## config.mk

```make
export PLATFORM = sky130hd
export DESIGN_NAME = serial_add_sched
export DESIGN_NICKNAME = d
export VERILOG_FILES = /design/src/rtl/serial_add_sched.sv
export SDC_FILE = /design/constraint.sdc
export NUM_CORES = 1
export LEC_CHECK = 0
export ABC_AREA = 1
export CORE_UTILIZATION = 40
export CTS_BUF_LIST = sky130_fd_sc_hd__clkbuf_8
export CTS_CLUSTER_DIAMETER = 60
export CTS_CLUSTER_SIZE = 30
export DETAILED_ROUTE_END_ITERATION = 6
export PLACE_DENSITY = 0.76
export SLEW_MARGIN = 20
export SYNTH_ARGS = -nofsm -noshare
export SYNTH_HDL_FRONTEND = slang
export SYNTH_SLANG_ARGS = --single-unit
```

## constraint.sdc

```tcl
create_clock -name clk -period 1.2 [get_ports clk]
set_input_delay 0.12 -clock clk [delete_from_list [all_inputs] [get_ports clk]]
set_output_delay 0.12 -clock clk [all_outputs]
set_load 0.01 [all_outputs]
```

## src/rtl/serial_add_sched.sv

```systemverilog
// Bit-serial adder shared by two requesters through a round-robin arbiter.
// One full adder is used for one bit per RUN cycle, LSB first.
module serial_add_sched #(
  parameter int unsigned WIDTH = 8
) (
  input  logic             clk,
  input  logic             rst_n,
  input  logic             req0,
  input  logic [WIDTH-1:0] a0,
  input  logic [WIDTH-1:0] b0,
  input  logic             cin0,
  input  logic             req1,
  input  logic [WIDTH-1:0] a1,
  input  logic [WIDTH-1:0] b1,
  input  logic             cin1,
  output logic             gnt0,
  output logic             gnt1,
  output logic             busy,
  output logic             done,
  output logic             owner,
  output logic [WIDTH-1:0] sum,
  output logic             carry
);

  localparam int unsigned CW = (WIDTH > 1) ? $clog2(WIDTH) : 1;

  typedef enum logic [1:0] {
    IDLE = 2'd0,
    RUN  = 2'd1,
    DONE = 2'd2
  } state_t;

  state_t           state_q;
  logic [WIDTH-1:0] opa_q, opb_q, res_q, res_d;
  logic [CW-1:0]    cnt_q;
  logic             c_q, last_q;
  logic             gnt0_q, gnt1_q, busy_q, done_q, owner_q;
  logic             fa_s, fa_c, pick1;

  always_comb begin
    fa_s  = opa_q[0] ^ opb_q[0] ^ c_q;
    fa_c  = (opa_q[0] & opb_q[0]) | (opa_q[0] & c_q) | (opb_q[0] & c_q);
    res_d = res_q >> 1;
    res_d[WIDTH-1] = fa_s;
    // last_q resets to 1 so requester 0 wins the first contested grant
    pick1 = req1 & (~req0 | ~last_q);
  end

  always_ff @(posedge clk) begin
    if (!rst_n) begin
      state_q <= IDLE;
      opa_q   <= '0;
      opb_q   <= '0;
      res_q   <= '0;
      cnt_q   <= '0;
      c_q     <= 1'b0;
      last_q  <= 1'b1;
      gnt0_q  <= 1'b0;
      gnt1_q  <= 1'b0;
      busy_q  <= 1'b0;
      done_q  <= 1'b0;
      owner_q <= 1'b0;
    end else begin
      gnt0_q <= 1'b0;
      gnt1_q <= 1'b0;
      done_q <= 1'b0;
      unique case (state_q)
        IDLE: begin
          if (req0 | req1) begin
            state_q <= RUN;
            busy_q  <= 1'b1;
            cnt_q   <= '0;
            gnt0_q  <= ~pick1;
            gnt1_q  <= pick1;
            owner_q <= pick1;
            last_q  <= pick1;
            opa_q   <= pick1 ? a1 : a0;
            opb_q   <= pick1 ? b1 : b0;
            c_q     <= pick1 ? cin1 : cin0;
          end
        end
        RUN: begin
          res_q <= res_d;
          c_q   <= fa_c;
          opa_q <= opa_q >> 1;
          opb_q <= opb_q >> 1;
          cnt_q <= cnt_q + 1'b1;
          if (cnt_q == CW'(WIDTH - 1)) begin
            state_q <= DONE;
            done_q  <= 1'b1;
          end
        end
        DONE: begin
          state_q <= IDLE;
          busy_q  <= 1'b0;
        end
        default: state_q <= IDLE;
      endcase
    end
  end

  assign gnt0  = gnt0_q;
  assign gnt1  = gnt1_q;
  assign busy  = busy_q;
  assign done  = done_q;
  assign owner = owner_q;
  assign sum   = res_q;
  assign carry = c_q;

endmodule

```

==> impl_results.md, run 1 <==
* Fmax at approximately 0.87 GHz
* Setup violation total in the final timing report at 0
* Residual DRC count at 0
* Final Critical Period at 1150 ps
* Rows at 24
* Buffers on Ports at a little over 50
* GP Congestion at 0.829
* Sw power at 1.02 mW
* PwrDens at ~1300 mW/mm²
* Async set-reset flop share out of synthesis at 0%
* Internal power at 2.38 mW
* FF+latch count, synth at 36
* MaxCap Viol Count at 0
* Initial antenna violation count at 0
* Fraction of layout cells with a size suffix above 1 at 11.6%
* Remaining Overflow, GRT at 0
* Synth top cells by count: nor2_1 (66), nand2_1 (62), dfxtp_1 (36)
* Leading post-synthesis cells by cell area: dfxtp_1 (39%), nor2_1 (13%), nand2_1 (13%), nand3_1 (8.9%), a21oi_1 (5.9%)
* Switching Share at 30.0%
* Hold WC Path Type: reg2reg
* Sequential Power Share at about two fifths
* Peak supply drop at 0.521 mV
* Register area share after synthesis at 38.8%
* DP Area at 0.00246 mm²
* Max-slew headroom at between 70% and 80%
* CTS root buffer: clkbuf_8
* Die H at 70.2 µm
* DRT Pass-1 Iters at 4
* Worst-Skew Late Latency at 290 ps
* Sum Neg Setup Slack at 0 ps
* Initial Utilization at 42.1%
* Final Util at just under 60%
* All-Layer GR Usage at 18.0%
* CTS tree: done
* RSZ-0062 raised after global routing: true
* Cells after Synth at ~280
* Detail Placement HPWL at 3.01 mm
* Clock skew at 4.02 ps
* Wire per inst at 10.9 µm
* Syn Area/Cell at ~6.6 µm²
* DR iter-0 viols at 92
* Finished Cell Area at 0.00259 mm²
* Worst-path clk slew at approximately 70 ps
* Layout Nets at 377
* CP startpoint kind: flip-flop
* Critical path peak fanout at 11
* Ys Warns at 0
* Yosys top cell by area: dfxtp_1
* Crit path capture type: flip-flop
* Vias in the first global route at about 1.6k
* Combinational share of power at between 20 and 30%
* Critical path type: reg2reg
* Endpoints failing hold at 0
* Critical Path RT at 1430 ps
* Ports at 52
* Clock share of power at 30.6%
* Syn nets at approximately 320
* Yosys cell types at 22
* Antenna-violating nets left at 0
* Synth-to-Final Area Change at 39.3%
* H-Tree Depth at 2
* EDFF count, synth at 0
* N_diodes at 0
* Total CTS buffers at 5
* Post-synth design cell area at 0.00186 mm²
* Final slew viol count at 0
* Most frequent cell after synthesis: nor2_1
* First-pass GRT wire length at between 7 and 8 mm
* DIE AREA at just under 0.005 mm²
* Synth top area share at 38.8%
* Fin crit share at a little over nine tenths
* Die width at 70.2 µm
* Power Total at 3.40 mW
* Max clock buf depth at 2
* Main synth FF type: dfxtp_1
* Core area at 0.00441 mm²
* Vias at roughly 1.8k
* DRT Wirelength at roughly 4.3 mm
* P_leak at 1.29 nW
* Clock tree sinks at 36
* Least-Margin Pin Slew at 308 ps
* Data arrival, critical path at 1380 ps
* Via/cell ratio at 4.75
* Largest net degree at the start of global routing at 28
* Run status: completed
cells by family (layout without fill, tap and decap cells):
logic type / count (synthesis) / in the layout / share of synthesized area, %
AOI/OAI and AO/OA: 33 / 33 / 9.02
adders and majority gates: 3 / 3 / 2.42
buffers and inverters: 42 / 97 / 11.2
DFF: 36 / 36 / 38.8
and+or+nand+nor: 168 / 168 / 38.5
sequential cells by signal, summed over array words and instances (netlist names):
name	flops
carry	1
cnt_q	3
opa_q	8
gnt0	1
done	1
opb_q	8
state_q	2
last_q	1
busy	1
owner	1
sum	8
gnt1	1
metal layers:
| layer | track usage, % | vias to the layer above | share of wire [%] |
|---|---|---|---|
| met5 | 0 | - | 0 |
| met4 | 5.56 | 0 | 1.1 |
| met3 | 4.47 | 6 | 4.4 |
| met2 | 30.8 | 53 | 49 |
| met1 | 22.2 | 799 | 46 |
| li1 | - | 991 | - |
metrics by stage:
step           hold WS (ps)  setup WS (ps)  instances
2_1_floorplan           258           82.9        282
3_3_place_gp            446           -237        381
3_5_place_dp            454           -274        381
4_1_cts                 465           15.2        389
5_1_grt                 481          -30.3        389
6_report                464           52.0        389
critical path: stages (launching register included):
cell,delay [ps]
dfxtp_2,340
inv_2,90
nand2_2,70
nor2_4,150
buf_12,160
nand2_1,60
nor2_1,100
nor2_1,60
nor2_1,70
final cells by class:
cell class	count	area [µm²]
Tap cell	52	65.1
Clock inverter	3	38.8
Clock buffer	5	68.8
Timing Repair Buffer	64	641
Multi-Input combinational cell	204	952
Sequential cell	36	727
Inverter	25	96.3
Fill cell	427	1830
path summary, 6_finish.rpt:
path | depth (start not counted) | slack (ps) | from | endpoint
worst max register to register | 8 | 50 | state_q[1]$_SDFFE_PN0P_ | opa_q[5]$_SDFFE_PN0P_
worst max-delay path | 8 | 50 | state_q[1]$_SDFFE_PN0P_ | opa_q[5]$_SDFFE_PN0P_
worst min register to register | 2 | 460 | cnt_q[2]$_SDFFE_PN0P_ | cnt_q[2]$_SDFFE_PN0P_
worst min-delay path | 2 | 460 | cnt_q[2]$_SDFFE_PN0P_ | cnt_q[2]$_SDFFE_PN0P_
layout by cell type (no fill, tap or decap), types with 2 or more instances in the layout:
| cell | count |
|---|---|
| inv_1 | 22 |
| nand2_4 | 2 |
| nor2_2 | 3 |
| inv_2 | 3 |
| nand2_2 | 4 |
| buf_12 | 3 |
| buf_4 | 9 |
| dfxtp_1 | 33 |
| dlymetal6s2s_1 | 2 |
| ha_1 | 2 |
| nand2_1 | 58 |
| o21ai_0 | 9 |
| dlygate4sd2_1 | 14 |
| nand3b_1 | 2 |
| a21oi_1 | 21 |
| nor2_1 | 64 |
| dfxtp_2 | 2 |
| nand3_1 | 33 |
| clkdlybuf4s50_1 | 35 |
| clkbuf_8 | 5 |
power by group through the flow:
stage               clock [mW]  sequential (mW)  combinational, mW
floorplan                    0             1.45              0.565
global placement             0             1.44              0.928
detailed placement           0             1.44              0.955
CTS                       1.05             1.41              0.924
global route              1.10             1.43               1.05
finish                    1.04             1.42              0.941
repair_timing:
| action | 4_1_cts | 5_1_grt |
|---|---|---|
| setup buffers | 0 | 0 |
| hold buffers | 0 | 0 |
| pin swaps | 0 | 0 |
| endpoints found under the setup margin | 14 | 23 |
| gates cloned | 0 | 0 |
| resized for setup | 15 | 17 |
(Power assumes the default switching activity.)
==> inputs of run 2 (changes only) <==
Settings changed: SLEW_MARGIN 20 to default.
==> results of run 2 <==
Final layout, timing and power as in run 1 (identical DEF).
==> inputs of run 3 (changes only) <==
Settings changed: CTS_BUF_LIST sky130_fd_sc_hd__clkbuf_8 to sky130_fd_sc_hd__clkbuf_2 sky130_fd_sc_hd__clkbuf_4 sky130_fd_sc_hd__clkbuf_8.
==> run 3 against run 2 <==
Compared with the run above: critical path depth unchanged; via count grew 0.54%; clock skew about the same; non-clock buffer count unchanged; global-route usage about the same; routed wire length up 0.16%.
==> impl_results.md, run 3 (synthesis gave the netlist of run 1 again) <==
* Run status: completed
* Largest net degree at the start of global routing at 28
* Fraction of layout cells with a size suffix above 1 at a little under an eighth
* FILL cells at 427
* Power Total at 3.43 mW
* Endpoints failing hold at 0
* Residual DRC count at 0
* DIE AREA at between 0.004 and 0.005 mm²
* Initial antenna violation count at 0
* H-Tree Depth at 2
* Min Hold Slack at 465 ps
* RSZ-0062 raised after global routing: true
* Final slew viol count at 0
* Worst-Skew Late Latency at 290 ps
* Least-Margin Pin Slew at 313 ps
* PwrDens at 1320 mW/mm²
* Rows at 24
* Fmax at roughly 0.87 GHz
* CTS root buffer: clkbuf_8
* Layout Nets at 377
* Critical path type: reg2reg
* Die width at 70.2 µm
* DP Area at 0.00246 mm²
* Ports at 52
* Vias at 1859
* Most used cell along the critical path: nor2_1
* Clock tree sinks at 36
* All-Layer GR Usage at 18.0%
* Total CTS buffers at 5
* Core area at 0.00441 mm²
* Detail Placement HPWL at 3.01 mm
* Finished Cell Area at 0.00259 mm²
* P_leak at 1.29 nW
* Placed Instances at 381
* Critical Path Max Stage Delay at 340 ps
* Commonest cells after routing, fill and taps aside: nor2_1 (64), nand2_1 (58), clkdlybuf4s50_1 (35)
* Critical path peak fanout at 11
* Wire per inst at 11.0 µm
* Data arrival, critical path at 1380 ps
* CTS tree: done
* Hold WC Path Type: reg2reg
* DRT Pass-1 Iters at 4
* Buffers on Ports at 51
* Vias in the first global route at 1598
* Critical Path RT at 1430 ps
* CP startpoint kind: flip-flop
* Synth-to-Final Area Change at 39.5%
* Via/cell ratio at between 4 and 5
* Cts hold-fix bufs at 0
* Final Util at 58.7%
* Clock skew at 4.51 ps
* GP Congestion at roughly 0.83
* Die H at 70.2 µm
* Fin crit share at around 95%
* Commonest non-fill, non-tap cell in the layout: nor2_1
* Slowest CP cell: dfxtp_2
* Finished Layout Cells at 389
* Final Critical Period at 1150 ps
* Setup violation total in the final timing report at 0
* Crit path capture type: flip-flop
* Crit-path cells: inv_2 -> nand2_2 -> nor2_4 -> buf_12 -> nand2_1 -> nor2_1 -> nor2_1 -> nor2_1
* DRT Wirelength at between 4 and 5 mm
* DR iter-0 viols at 85
* Antenna-violating nets left at 0
* Max-slew headroom at 79.2%
* N_diodes at 0
* MaxCap Viol Count at 0
* Initial Utilization at 42.1%
* First-pass GRT wire length at 7.11 mm
* Peak supply drop at 0.524 mV
* Worst-path clk slew at 70 ps
* # Post-CTS Setup Buffers at 0
* Remaining Overflow, GRT at 0
* Max clock buf depth at 2
## run 3: cell count changes in the layout (fill, tap and decap cells not counted), sizes merged
cell / before / now
clkbuf: 5 / 6
inv: 26 / 25
## run 3: per-stage QoR
stage	setup WS, ps	TNS [ps]
final	54.2	0
after global routing	-29.0	-43.0
after CTS	15.2	0
after detailed placement	-274	-6110
after global placement	-237	-5170
after floorplan	82.9	0
## run 3: critical path: cells and delay by family (launching register included)
kind	cells	cell delay, ps
buf+inv	2	250
simple gates	6	510
flops	1	340
## run 3: repair_timing
action,CTS,global route
gates resized for setup,15,17
endpoints found under the setup margin,14,23
gates cloned,0,0
## run 3: final timing paths
check,start,endpoint,slack [ps],cells after the start
min reg2reg,cnt_q[2]$_SDFFE_PN0P_,cnt_q[2]$_SDFFE_PN0P_,460,2
min,cnt_q[2]$_SDFFE_PN0P_,cnt_q[2]$_SDFFE_PN0P_,460,2
max,state_q[1]$_SDFFE_PN0P_,opa_q[5]$_SDFFE_PN0P_,50,8
max reg2reg,state_q[1]$_SDFFE_PN0P_,opa_q[5]$_SDFFE_PN0P_,50,8
## run 3: metal layers
layer  share of wire, %  wire [µm]  GRT usage [%]  up-vias
met2                 49       2070           31.0       52
met4                1.1         47           5.56        0
met1                 46       1950           22.2      809
met5                  0          0              0        -
met3                4.5        191           4.47        6
li1                   -          -              -      992
## run 3: layout make-up
cell class	count	area [µm²]	area share (%)
Clock buffer	6	76.3	2.94
Clock inverter	2	35.0	1.35
Inverter	25	96.3	3.72
Multi-Input combinational cell	204	952	36.7
Sequential cell	36	727	28.0
Tap cell	52	65.1	2.51
Timing Repair Buffer	64	641	24.7
## run 3: where the power goes
group	switching (mW)	total [mW]	leakage, nW	internal, mW
clock network	0.434	1.07	0.0586	0.639
logic	0.506	0.941	0.930	0.435
registers	0.0834	1.42	0.298	1.33
